$ cat config.mk
export PLATFORM = sky130hd
export DESIGN_NAME = instr_fetch_reg
export DESIGN_NICKNAME = d
export VERILOG_FILES = /design/src/rtl/instr_fetch_reg.sv
export SDC_FILE = /design/constraint.sdc
export NUM_CORES = 1
export LEC_CHECK = 0
export CORE_MARGIN = 5
export CORE_UTILIZATION = 44
export CTS_BUF_LIST = sky130_fd_sc_hd__clkbuf_4 sky130_fd_sc_hd__clkbuf_8
export DETAILED_ROUTE_END_ITERATION = 8
export GPL_TIMING_DRIVEN = 1
export PLACE_DENSITY = 0.95
export SLEW_MARGIN = 20
export SYNTH_ARGS = -nofsm -noshare
export SYNTH_HDL_FRONTEND = slang
export SYNTH_SLANG_ARGS = --single-unit
$ cat constraint.sdc
create_clock -name CLK -period 6.4 [get_ports CLK]
set_input_delay 1.28 -clock CLK [delete_from_list [all_inputs] [get_ports CLK]]
set_output_delay 1.28 -clock CLK [all_outputs]
set_load 0.02 [all_outputs]
$ cat src/rtl/instr_fetch_reg.sv
// Fetch stage of the multicycle CPU.
// Holds the program counter, fetches one instruction word per Fetch command
// over a req/ack memory handshake, latches it into IR and advances PC by 4.
// A misaligned PC write or a memory that never acknowledges sets a sticky Fault.
//
// Memory handshake: ImemReq is high for every cycle the FSM sits in FETCH and
// ImemAddr always equals PC. The word is taken in the first cycle that
// ImemAck is sampled high while ImemReq is high (ImemData is valid in that
// same cycle). If TIMEOUT request cycles pass without an ack, the request is
// abandoned and ImemReq drops in the following cycle. An ack that arrives
// while ImemReq is low is ignored.
module instr_fetch_reg #(
   parameter logic [31:0] RESET_PC = 32'h0000_0000,
   parameter int unsigned TIMEOUT  = 15
) (
   input  logic        CLK,
   input  logic        RST,
   input  logic        Fetch,
   input  logic        PCWrite,
   input  logic [31:0] PCNext,
   output logic        ImemReq,
   output logic [31:0] ImemAddr,
   input  logic        ImemAck,
   input  logic [31:0] ImemData,
   output logic [31:0] IR,
   output logic [5:0]  Op,
   output logic [4:0]  Rs,
   output logic [4:0]  Rt,
   output logic [4:0]  Rd,
   output logic [4:0]  Sa,
   output logic [15:0] Imm16,
   output logic [31:0] PC,
   output logic [31:0] PC4,
   output logic        IRValid,
   output logic        Done,
   output logic        Busy,
   output logic        Fault,
   output logic [1:0]  DbgState
);

   typedef enum logic [1:0] {
      S_IDLE  = 2'd0,
      S_FETCH = 2'd1,
      S_DONE  = 2'd2
   } state_t;

   // Last request-cycle index before the fetch is abandoned.
   localparam logic [7:0] TO_LAST = 8'(TIMEOUT - 1);

   state_t      r_state;
   logic [31:0] r_pc;
   logic [31:0] r_ir;
   logic        r_irvalid;
   logic        r_fault;
   logic [7:0]  r_cnt;

   logic        w_pcw_bad;
   logic        w_pcw_good;
   logic [31:0] w_pc_plus4;

   // PC writes are only accepted while the fetch path does not own PC.
   always_comb begin
      w_pcw_bad  = 1'b0;
      w_pcw_good = 1'b0;
      if (!r_fault && PCWrite && (r_state != S_FETCH)) begin
         w_pcw_bad  = (PCNext[1:0] != 2'b00);
         w_pcw_good = (PCNext[1:0] == 2'b00);
      end
   end

   assign w_pc_plus4 = r_pc + 32'd4;

   // Fetch FSM: PC, IR, timeout counter and sticky fault in one register block.
   always_ff @(posedge CLK or posedge RST) begin
      if (RST) begin
         r_state   <= S_IDLE;
         r_pc      <= RESET_PC;
         r_ir      <= 32'd0;
         r_irvalid <= 1'b0;
         r_fault   <= 1'b0;
         r_cnt     <= 8'd0;
      end else begin
         if (w_pcw_bad) begin
            r_fault <= 1'b1;
         end
         case (r_state)
            S_IDLE: begin
               if (w_pcw_good) begin
                  r_pc <= PCNext;
               end
               // A misaligned write in the same cycle also cancels the fetch.
               if (Fetch && !r_fault && !w_pcw_bad) begin
                  r_state <= S_FETCH;
                  r_cnt   <= 8'd0;
               end
            end
            S_FETCH: begin
               if (ImemAck) begin
                  r_ir      <= ImemData;
                  r_pc      <= w_pc_plus4;
                  r_irvalid <= 1'b1;
                  r_state   <= S_DONE;
               end else if (r_cnt == TO_LAST) begin
                  r_fault <= 1'b1;
                  r_state <= S_IDLE;
               end else begin
                  r_cnt <= r_cnt + 8'd1;
               end
            end
            S_DONE: begin
               // A branch target written here replaces the +4 just applied.
               if (w_pcw_good) begin
                  r_pc <= PCNext;
               end
               r_state <= S_IDLE;
            end
            default: begin
               r_state <= S_IDLE;
            end
         endcase
      end
   end

   assign ImemReq  = (r_state == S_FETCH);
   assign Busy     = (r_state == S_FETCH);
   assign Done     = (r_state == S_DONE);
   assign DbgState = r_state;
   assign ImemAddr = r_pc;
   assign PC       = r_pc;
   assign PC4      = w_pc_plus4;
   assign IR       = r_ir;
   assign IRValid  = r_irvalid;
   assign Fault    = r_fault;
   assign Op       = r_ir[31:26];
   assign Rs       = r_ir[25:21];
   assign Rt       = r_ir[20:16];
   assign Rd       = r_ir[15:11];
   assign Sa       = r_ir[10:6];
   assign Imm16    = r_ir[15:0];

endmodule

==> summary.txt, run 1 <==
Run status
  • Run status: finished clean

Power and ir drop
  • Leak Pwr: 2.86 nW
  • Total power: 0.00220 W
  • Seq pwr share: 33.3%
  • Pwr/cell area: 322 nW/um^2
  • Peak supply drop: 0.000178 V
  • Psw: 0.000864 W
  • Combinational group share of total power: 47.7%
  • Internal: 0.00133 W
  • Clock power share: 19.0%
  • Switching share of power: 39.4%

Global route
  • Largest net degree at the start of global routing: 77
  • Initial antenna violation count: 0
  • First-pass GRT wire length: 23700 um
  • Total gr overflow: 0
  • Global-route usage over all layers: 23.0%
  • Vias in the first global route: 4423

Hold path
  • Hold EP: IRValid
  • Worst Hold Depth: 1
  • Hold WC Path Type: register to register
  • Hold wc startpoint: IRValid

Synthesis
  • Synth warn: 0
  • Cells after Synth: 537
  • Synthesized Nets: 609
  • Distinct cells, synth: 52
  • Synthesized flop and latch total: 76
  • Syn_area_per_cell: 8.56 um^2
  • Synthesized area: 4600 um^2
  • Post-synth EDFFs: 0
  • Most used DFF post-synth: dfrtp_1
  • Register area share after synthesis: 41.4%
  • Ys async rst share: 100%

STA
  • Worst slew margin: 34.8%
  • Setup TNS: 0 ns
  • Min cycle time layout: 4.39 ns
  • Worst slew pin tran: 0.977 ns
  • FMAX: 0.228 GHz
  • Post-Route Skew: 0.0144 ns
  • Setup violators final: 0
  • Slew Limit Fails: 0
  • Final Hold Vio Count: 0
  • Final Cycle Share: 68.6%
  • RSZ-0062 raised after global routing: false

Clocking
  • Resized Gates After CTS: 0
  • Clock buffer count from CTS: 9
  • Clock Path Buffers: 2
  • Clk Latency, worst-skew pair: 0.34 ns
  • Clock Tree Root: clkbuf_8
  • Clk slew on worst S/H paths: 0.08 ns
  • Setup bufs post-CTS: 0
  • H-Tree Depth: 3
  • Sink Count: 76
  • Hold-fix buffers, CTS: 0
  • CTS tree: done

Worst setup path
  • R2R Setup Slk: 3.85 ns
  • CP Class: register to output port
  • Worst reg2reg path startpoint: DbgState[0]
  • Crit path capture type: output port
  • CP Max Fanout: 9
  • R2r endpoint: r_cnt[4]
  • Worst Path Arrival: 3.11 ns
  • Worst r2r path cells: 6
  • Type of origin of the critical path: register
  • Required time at the worst-slack endpoint: 5.12 ns

Floorplan
  • Die Y: 112 um
  • Die width: 112 um
  • Die area: 12600 um^2
  • I/O pin count: 246
  • Initial Util: 44.7%
  • Core footprint: 10300 um^2
  • Num rows: 37

Drt
  • Remaining antenna violation count after routing: 0
  • WL final: 14900 um
  • Via/cell ratio: 5.36
  • Via Count: 4476
  • Remaining DRCs: 0
  • WL/cell: 17.9 um
  • Detailed Route Iter0 Violations: 284
  • First-pass detailed-route iteration total: 5

Placement
  • PortBufs: 245
  • Final Wtd Congestion: 0.862
  • DP HPWL: 11300 um

Final layout
  • Share of cells above drive strength 1: 4.43%
  • Ant. Diodes: 0
  • Area Overhead vs Synth: 48.1%
  • Final nets: 767

Flow run
  • Maximum capacitance violations: 0
[state kept, by name (all words and copies together) (netlist names)]
signal	count
IRValid	1
Fault	1
IR	32
ImemAddr	32
DbgState	2
r_cnt	8
[cells by family after synthesis]
group	after synthesis	share of synthesized area (%)
and+or+nand+nor	228	23.1
buffers and inverters	111	15.5
AOI/OAI and AO/OA	83	12.2
DFF	76	41.4
xor gates and xnor gates	31	5.91
muxes	5	1.09
adders and majority gates	3	0.817
[layer usage]
| layer | routed length, um | global-route usage, % | vias up |
|---|---|---|---|
| met3 | 1360 | 7.12 | 34 |
| met1 | 5690 | 27.8 | 2133 |
| met5 | 0 | 0 | - |
| met4 | 409 | 8.65 | 0 |
| met2 | 7490 | 38.6 | 245 |
| li1 | - | - | 2064 |
[cell type report]
type	instances	area (um^2)
Inverter	10	38.8
Clock inverter	4	72.6
Sequential cell	76	1900
Timing Repair Buffer	248	2470
Tap cell	136	170
Multi-Input combinational cell	350	2000
Fill cell	808	3470
Clock buffer	11	151
[through the flow]
step	util, %	instances	area, um^2	setup WS [ns]	hold WS, ns
3_5_place_dp	64.0	820	6580	2.49	0.457
2_1_floorplan	-	537	4600	3.00	0.491
3_3_place_gp	64.0	820	6580	2.60	0.454
6_report	66.2	835	6810	2.01	0.473
5_1_grt	66.2	835	6810	1.82	0.489
4_1_cts	66.2	835	6810	2.09	0.476
[worst max-delay path by stage]
stage / start / endpoint / slack [ns] / depth (start not counted)
final: ImemAddr[16] / PC4[26] / 2.01 / 5
after CTS: ImemAddr[4] / PC4[29] / 2.09 / 6
after floorplan: ImemAddr[16] / PC4[27] / 3.00 / 5
after global routing: ImemAddr[16] / PC4[26] / 1.82 / 5
after detailed placement: ImemAddr[4] / PC4[29] / 2.49 / 6
after global placement: ImemAddr[4] / PC4[29] / 2.60 / 6
[worst max-delay path, cell delays in order, from the launching register on]
cell             delay (ns)
dfrtp_1                0.53
nand3_1                0.22
nor4_1                 0.82
nand4_1                0.28
xnor2_1                0.27
clkdlybuf4s50_1        0.65
[power by group through the flow]
stage / combinational (W) / clock (W) / sequential, W
final: 0.00105 / 0.000417 / 0.000731
after floorplan: 0.000516 / 0 / 0.000800
after global routing: 0.00110 / 0.000446 / 0.000752
after CTS: 0.00106 / 0.000424 / 0.000729
after global placement: 0.00104 / 0 / 0.000723
after detailed placement: 0.00105 / 0 / 0.000737
[Yosys cell counts, drive strengths merged, types with 2 or more instances]
master | n | area (um^2)
a21oi | 18 | 93.8
a2bb2oi | 4 | 35.0
a31oi | 5 | 31.3
and2 | 4 | 25.0
and3 | 4 | 25.0
and4 | 2 | 17.5
and4b | 2 | 20.0
buf | 89 | 629
clkbuf | 12 | 46.3
dfrtp | 76 | 1900
ha | 3 | 37.5
inv | 10 | 37.5
mux2i | 5 | 50.1
nand2 | 136 | 510
nand2b | 3 | 18.8
nand3 | 19 | 100
nand4 | 16 | 115
nor2 | 23 | 86.3
nor2b | 2 | 12.5
nor3 | 6 | 40.0
nor4 | 5 | 37.5
o211ai | 4 | 30.0
o21a | 2 | 15.0
o21ai | 14 | 70.1
o22a | 3 | 26.3
o22ai | 14 | 87.6
o2bb2a | 8 | 80.1
o311ai | 2 | 17.5
or4 | 3 | 30.0
xnor2 | 22 | 193
xor2 | 9 | 78.8
[cell usage in the layout, fill, tap and decap left out, types with 3 or more instances in the layout]
| cell type | count |
|---|---|
| ha_1 | 3 |
| a21oi_1 | 17 |
| o22ai_1 | 14 |
| nor2_1 | 23 |
| xor2_1 | 9 |
| nand4_1 | 15 |
| nand2b_1 | 3 |
| nor4_1 | 4 |
| nor3_1 | 4 |
| nand2_1 | 136 |
| nand3_1 | 18 |
| clkbuf_8 | 11 |
| o22a_1 | 3 |
| inv_1 | 8 |
| a31oi_1 | 4 |
| mux2i_1 | 5 |
| o21ai_0 | 14 |
| xnor2_1 | 22 |
| o211ai_1 | 4 |
| and3_1 | 4 |
| and2_1 | 4 |
| buf_4 | 3 |
| a2bb2oi_1 | 4 |
| clkdlybuf4s50_1 | 245 |
| dfrtp_1 | 75 |
| o2bb2a_1 | 8 |
No activity file was read; power rests on OpenSTA's default activity.
==> run 2: changes to the inputs <==
- CORE_UTILIZATION: 44 -> 41
- PLACE_DENSITY: 0.95 -> 0.9
- clock period: 6.4 -> 4.5 ns (I/O delays scaled with it)
==> summary.txt, run 2 (same netlist as run 1, synthesis figures left out) <==
Worst setup path
  • Worst Path Arrival: 3.03 ns
  • CP Class: register to output port
  • Worst r2r path cells: 7
  • R2R Setup Slk: 2.23 ns
  • Worst reg2reg path startpoint: DbgState[1]
  • Required time at the worst-slack endpoint: 3.60 ns
  • R2r endpoint: ImemAddr[24]
  • CP Max Fanout: 8
  • Type of origin of the critical path: register
  • Crit path capture type: output port

Flow run
  • Maximum capacitance violations: 0

Placement
  • Pre-CTS setup slack: 0.963 ns
  • DP HPWL: 11600 um
  • Final Wtd Congestion: 0.831
  • Placed cells: 825
  • PortBufs: 245

STA
  • Worst slew pin tran: 0.948 ns
  • Setup TNS: 0 ns
  • Worst slew margin: 36.8%
  • Final Hold Vio Count: 0
  • Min setup slack post-route: 0.567 ns
  • FMAX: 0.254 GHz
  • Slew Limit Fails: 0
  • Min cycle time layout: 3.93 ns
  • Setup violators final: 0
  • Post-Route Skew: 0.00904 ns
  • RSZ-0062 raised after global routing: false
  • Final Cycle Share: 87.4%

Floorplan
  • I/O pin count: 246
  • Die Y: 116 um
  • Core footprint: 10900 um^2
  • Num rows: 38
  • Initial Util: 42.0%
  • Die width: 116 um
  • Die area: 13400 um^2

Clocking
  • H-Tree Depth: 3
  • Resized Gates After CTS: 0
  • Clock Tree Root: clkbuf_8
  • Clk slew on worst S/H paths: 0.08 ns
  • Sink Count: 76
  • Clk Latency, worst-skew pair: 0.35 ns
  • Hold-fix buffers, CTS: 0
  • Setup bufs post-CTS: 0
  • Clock Path Buffers: 2
  • CTS tree: done
  • Clock buffer count from CTS: 9

Hold path
  • Worst Hold Depth: 1
  • Hold EP: IRValid
  • Hold wc startpoint: IRValid
  • Hold WC Path Type: register to register

Drt
  • Remaining antenna violation count after routing: 0
  • Via Count: 4407
  • Detailed Route Iter0 Violations: 365
  • First-pass detailed-route iteration total: 5
  • WL/cell: 18.0 um
  • WL final: 15100 um
  • Via/cell ratio: 5.24
  • Remaining DRCs: 0

Final layout
  • Commonest non-fill, non-tap cells in the layout: 245 x clkdlybuf4s50_1, 136 x nand2_1, 75 x dfrtp_1
  • Final nets: 768
  • Area Overhead vs Synth: 48.0%
  • Most common cell after layout, fill and taps aside: clkdlybuf4s50_1
  • Non-filler cells in the finished layout: 841
  • Share of cells above drive strength 1: 4.56%
  • Ant. Diodes: 0

Global route
  • Global-route usage over all layers: 21.9%
  • Total gr overflow: 0
  • Largest net degree at the start of global routing: 61
  • First-pass GRT wire length: 23100 um
  • Initial antenna violation count: 1
  • Vias in the first global route: 4281

Power and ir drop
  • Peak supply drop: 0.000275 V
  • Total power: 0.00308 W
  • Leak Pwr: 2.85 nW
  • Pwr/cell area: 452 nW/um^2

Run status
  • Run status: finished clean
run 2: worst max-delay path: stages, from the launching register on:
cell             delay (ns)
dfrtp_1                0.47
nand3_1                0.34
nor3_2                 0.48
nand2_1                0.21
or4_1                  0.43
a21o_1                 0.22
clkdlybuf4s50_1        0.54
run 2: worst max path at each step:
| stage | slack (ns) | startpoint | cells after the start | endpoint |
|---|---|---|---|---|
| floorplan | 1.48 | ImemAddr[16] | 5 | PC4[27] |
| global placement | 1.05 | ImemAddr[4] | 6 | PC4[29] |
| detailed placement | 0.96 | ImemAddr[4] | 6 | PC4[29] |
| CTS | 0.58 | ImemAddr[4] | 6 | PC4[29] |
| global route | 0.32 | ImemAddr[4] | 6 | PC4[29] |
| finish | 0.57 | ImemAddr[4] | 6 | PC4[29] |
run 2: final cells by class:
type,instances,area (um^2)
flip-flops and latches,76,1900
clock buffers,10,138
fillers,911,4130
well taps,140,175
clock inverters,6,70.1
multi-input cells,350,2000
repair buffers,249,2480
inverters,10,38.8
run 2: per-stage QoR:
| step | hold WS [ns] | area (um^2) | utilization, % |
|---|---|---|---|
| floorplan | 0.491 | 4600 | - |
| global placement | 0.452 | 6600 | 60.3 |
| detailed placement | 0.459 | 6600 | 60.3 |
| CTS | 0.479 | 6800 | 62.2 |
| global route | 0.502 | 6800 | 62.2 |
| finish | 0.482 | 6800 | 62.2 |
run 2: routing by layer:
metal  share of wire [%]  GRT usage, %  vias to the layer above
li1                    -             -                     2068
met1                  38          26.4                     2099
met2                  51          38.5                      219
met3                 8.9          5.27                       19
met4                 1.5          6.73                        2
met5               0.046             0                        -
run 2: power by group:
| part | total (W) | leakage, nW | switching [W] | internal (W) |
|---|---|---|---|---|
| combinational | 0.00149 | 1.77 | 0.000742 | 0.000744 |
| sequential | 0.00104 | 0.982 | 0.000229 | 0.000810 |
| clock | 0.000552 | 0.0955 | 0.000277 | 0.000275 |
==> RTL change, RTL diff (settings of run 2) <==
Put one more register stage on the output `Fault`, with the module's reset. The value now appears one clock later. The other outputs are not delayed to match.
--- a/src/rtl/instr_fetch_reg.sv
+++ b/src/rtl/instr_fetch_reg.sv
@@ -131,5 +131,11 @@
    assign IR       = r_ir;
    assign IRValid  = r_irvalid;
-   assign Fault    = r_fault;
+   always_ff @(posedge CLK or posedge RST) begin
+      if (RST) begin
+         Fault <= '0;
+      end else begin
+         Fault <= r_fault;
+      end
+   end
    assign Op       = r_ir[31:26];
    assign Rs       = r_ir[25:21];
Behaviour: not the same (a bounded check fails within 4 cycles, from zero or initial values and one cycle with RST high).
==> RTL change against run 2 <==
Synthesized area increased by 0.54%. Design area increased by 0.52%. First-iteration DRC count decreased by 14%. Hold slack got worse by 57 ps. Sequential cell count increased by 1. Via count increased by 0.93%. Synthesized cell count increased by 0.19%. Routed wire length decreased by 0.41%. Worst setup slack got worse by 88 ps. Total power increased by 0.54%. Core utilization increased by 0.32 points. Combinational power about the same. Largest power group unchanged.
==> RTL change: results (changes against run 2) <==
The flow ran to the end, and the final reports show no timing, DRC or antenna violations. Mean cell area of the mapped netlist: 8.59 µm² (+0.36%). The post-layout net count came out at 769 (+0.13%). For the placed instance count, the log shows 826 (+0.12%).

The run gives 313 (-14%) as the number of DRC markers after the initial detailed-route iteration. The run gives 4 (-1) as the count of TritonRoute iterations in the first routing pass. The post-route non-filler standard cell count is 842 (+0.12%). The global-route wire length before repair came out at 22,800 µm (-1.3%).

The logs give 0.868 (+4.5%) for the placer's final routability congestion estimate and 6620 µm² (+0.38%) for the instance area at placement. For the sequential share of the synthesized area, the log shows 0.417 (+0.00317). Post-place setup slack: 916 ps (-47.1 ps).

The run gives 479 ps (-88.4 ps) as the setup slack after layout. Final worst hold slack: 425 ps (-56.5 ps). The worst voltage drop across the vdd grid is 0.244 mV (-11%), and the static leakage power is 2.87 nW (+0.68%). For the final wirelength, the log shows 15,100 µm (-0.41%). Data arrival time of the worst path: 3120 ps (+90 ps). The logs give 0.215 (-0.00347) for the all-layer global routing usage and 610 (+0.16%) for the post-synthesis net count. The logs give 2160 ps (-70 ps) for the setup slack of the most critical reg-to-reg path and 0 (-1) for the number of antenna violations at the first check in global routing.

Counting instances in the post-synthesis netlist gives the leading cell types as sky130_fd_sc_hd__nand2_1 (136), sky130_fd_sc_hd__buf_4 (78), sky130_fd_sc_hd__dfrtp_1 (77), sky130_fd_sc_hd__nor2_1 (23), sky130_fd_sc_hd__xnor2_1 (22). Worst flop-to-flop path endpoint: ImemAddr[28]. Clock skew: 8.48 ps (-0.555 ps). The routed via count divided by cell count is 5.28 (+0.81%), and the HPWL after detailed placement is 11,500 µm (-0.75%).
## RTL change: cell count changes after synthesis
cell / run 2 / this run
sky130_fd_sc_hd__dfrtp_1: 76 / 77
## RTL change: layout make-up
type,count,area [µm²]
clock inverter,7,90.1
clock buffer,9,124
multi-input combinational,350,2000
tap,140,175
inverter,10,38.8
timing repair buffer,249,2490
fill,910,4100
sequential,77,1930
## RTL change: metal layers
| layer | vias to the layer above | global-route usage | share of wire |
|---|---|---|---|
| met3 | 30 | 0.0611 | 0.099 |
| met4 | 0 | 0.0665 | 0.023 |
| li1 | 2075 | - | - |
| met2 | 240 | 0.372 | 0.51 |
| met5 | - | 0 | 0 |
| met1 | 2103 | 0.260 | 0.37 |
## RTL change: critical path: cells and delay by family (launching register included)
family,cells,cell delay [ps]
flip-flops,1,470
AND/OR/NAND/NOR,4,1530
AO/OA/AOI/OAI,1,230
buffers and inverters,1,550
## RTL change: logic make-up (layout without fill, tap and decap cells)
group | Yosys count | count (layout) | share of synthesized area
and+or+nand+nor | 228 | 228 | 0.229
AOI/OAI and AO/OA | 83 | 83 | 0.122
adders and majority gates | 3 | 3 | 0.00812
xor gates and xnor gates | 31 | 31 | 0.0588
muxes | 5 | 5 | 0.0108
buffers and inverters | 111 | 275 | 0.154
DFF | 77 | 77 | 0.417
## RTL change: worst min-delay path by stage
stage / start / to / cells past startpoint
final: r_fault / Fault / 0
after global routing: r_fault / Fault / 0
after CTS: r_fault / Fault / 0
after detailed placement: r_fault / Fault / 0
after global placement: r_fault / Fault / 0
after floorplan: r_fault / Fault / 0
## RTL change: power breakdown
group          switching (W)  internal [W]  total [W]  leakage (nW)
Sequential          0.000222      0.000820    0.00104         0.991
Clock               0.000252      0.000309   0.000561         0.105
Combinational       0.000746      0.000745    0.00149          1.77
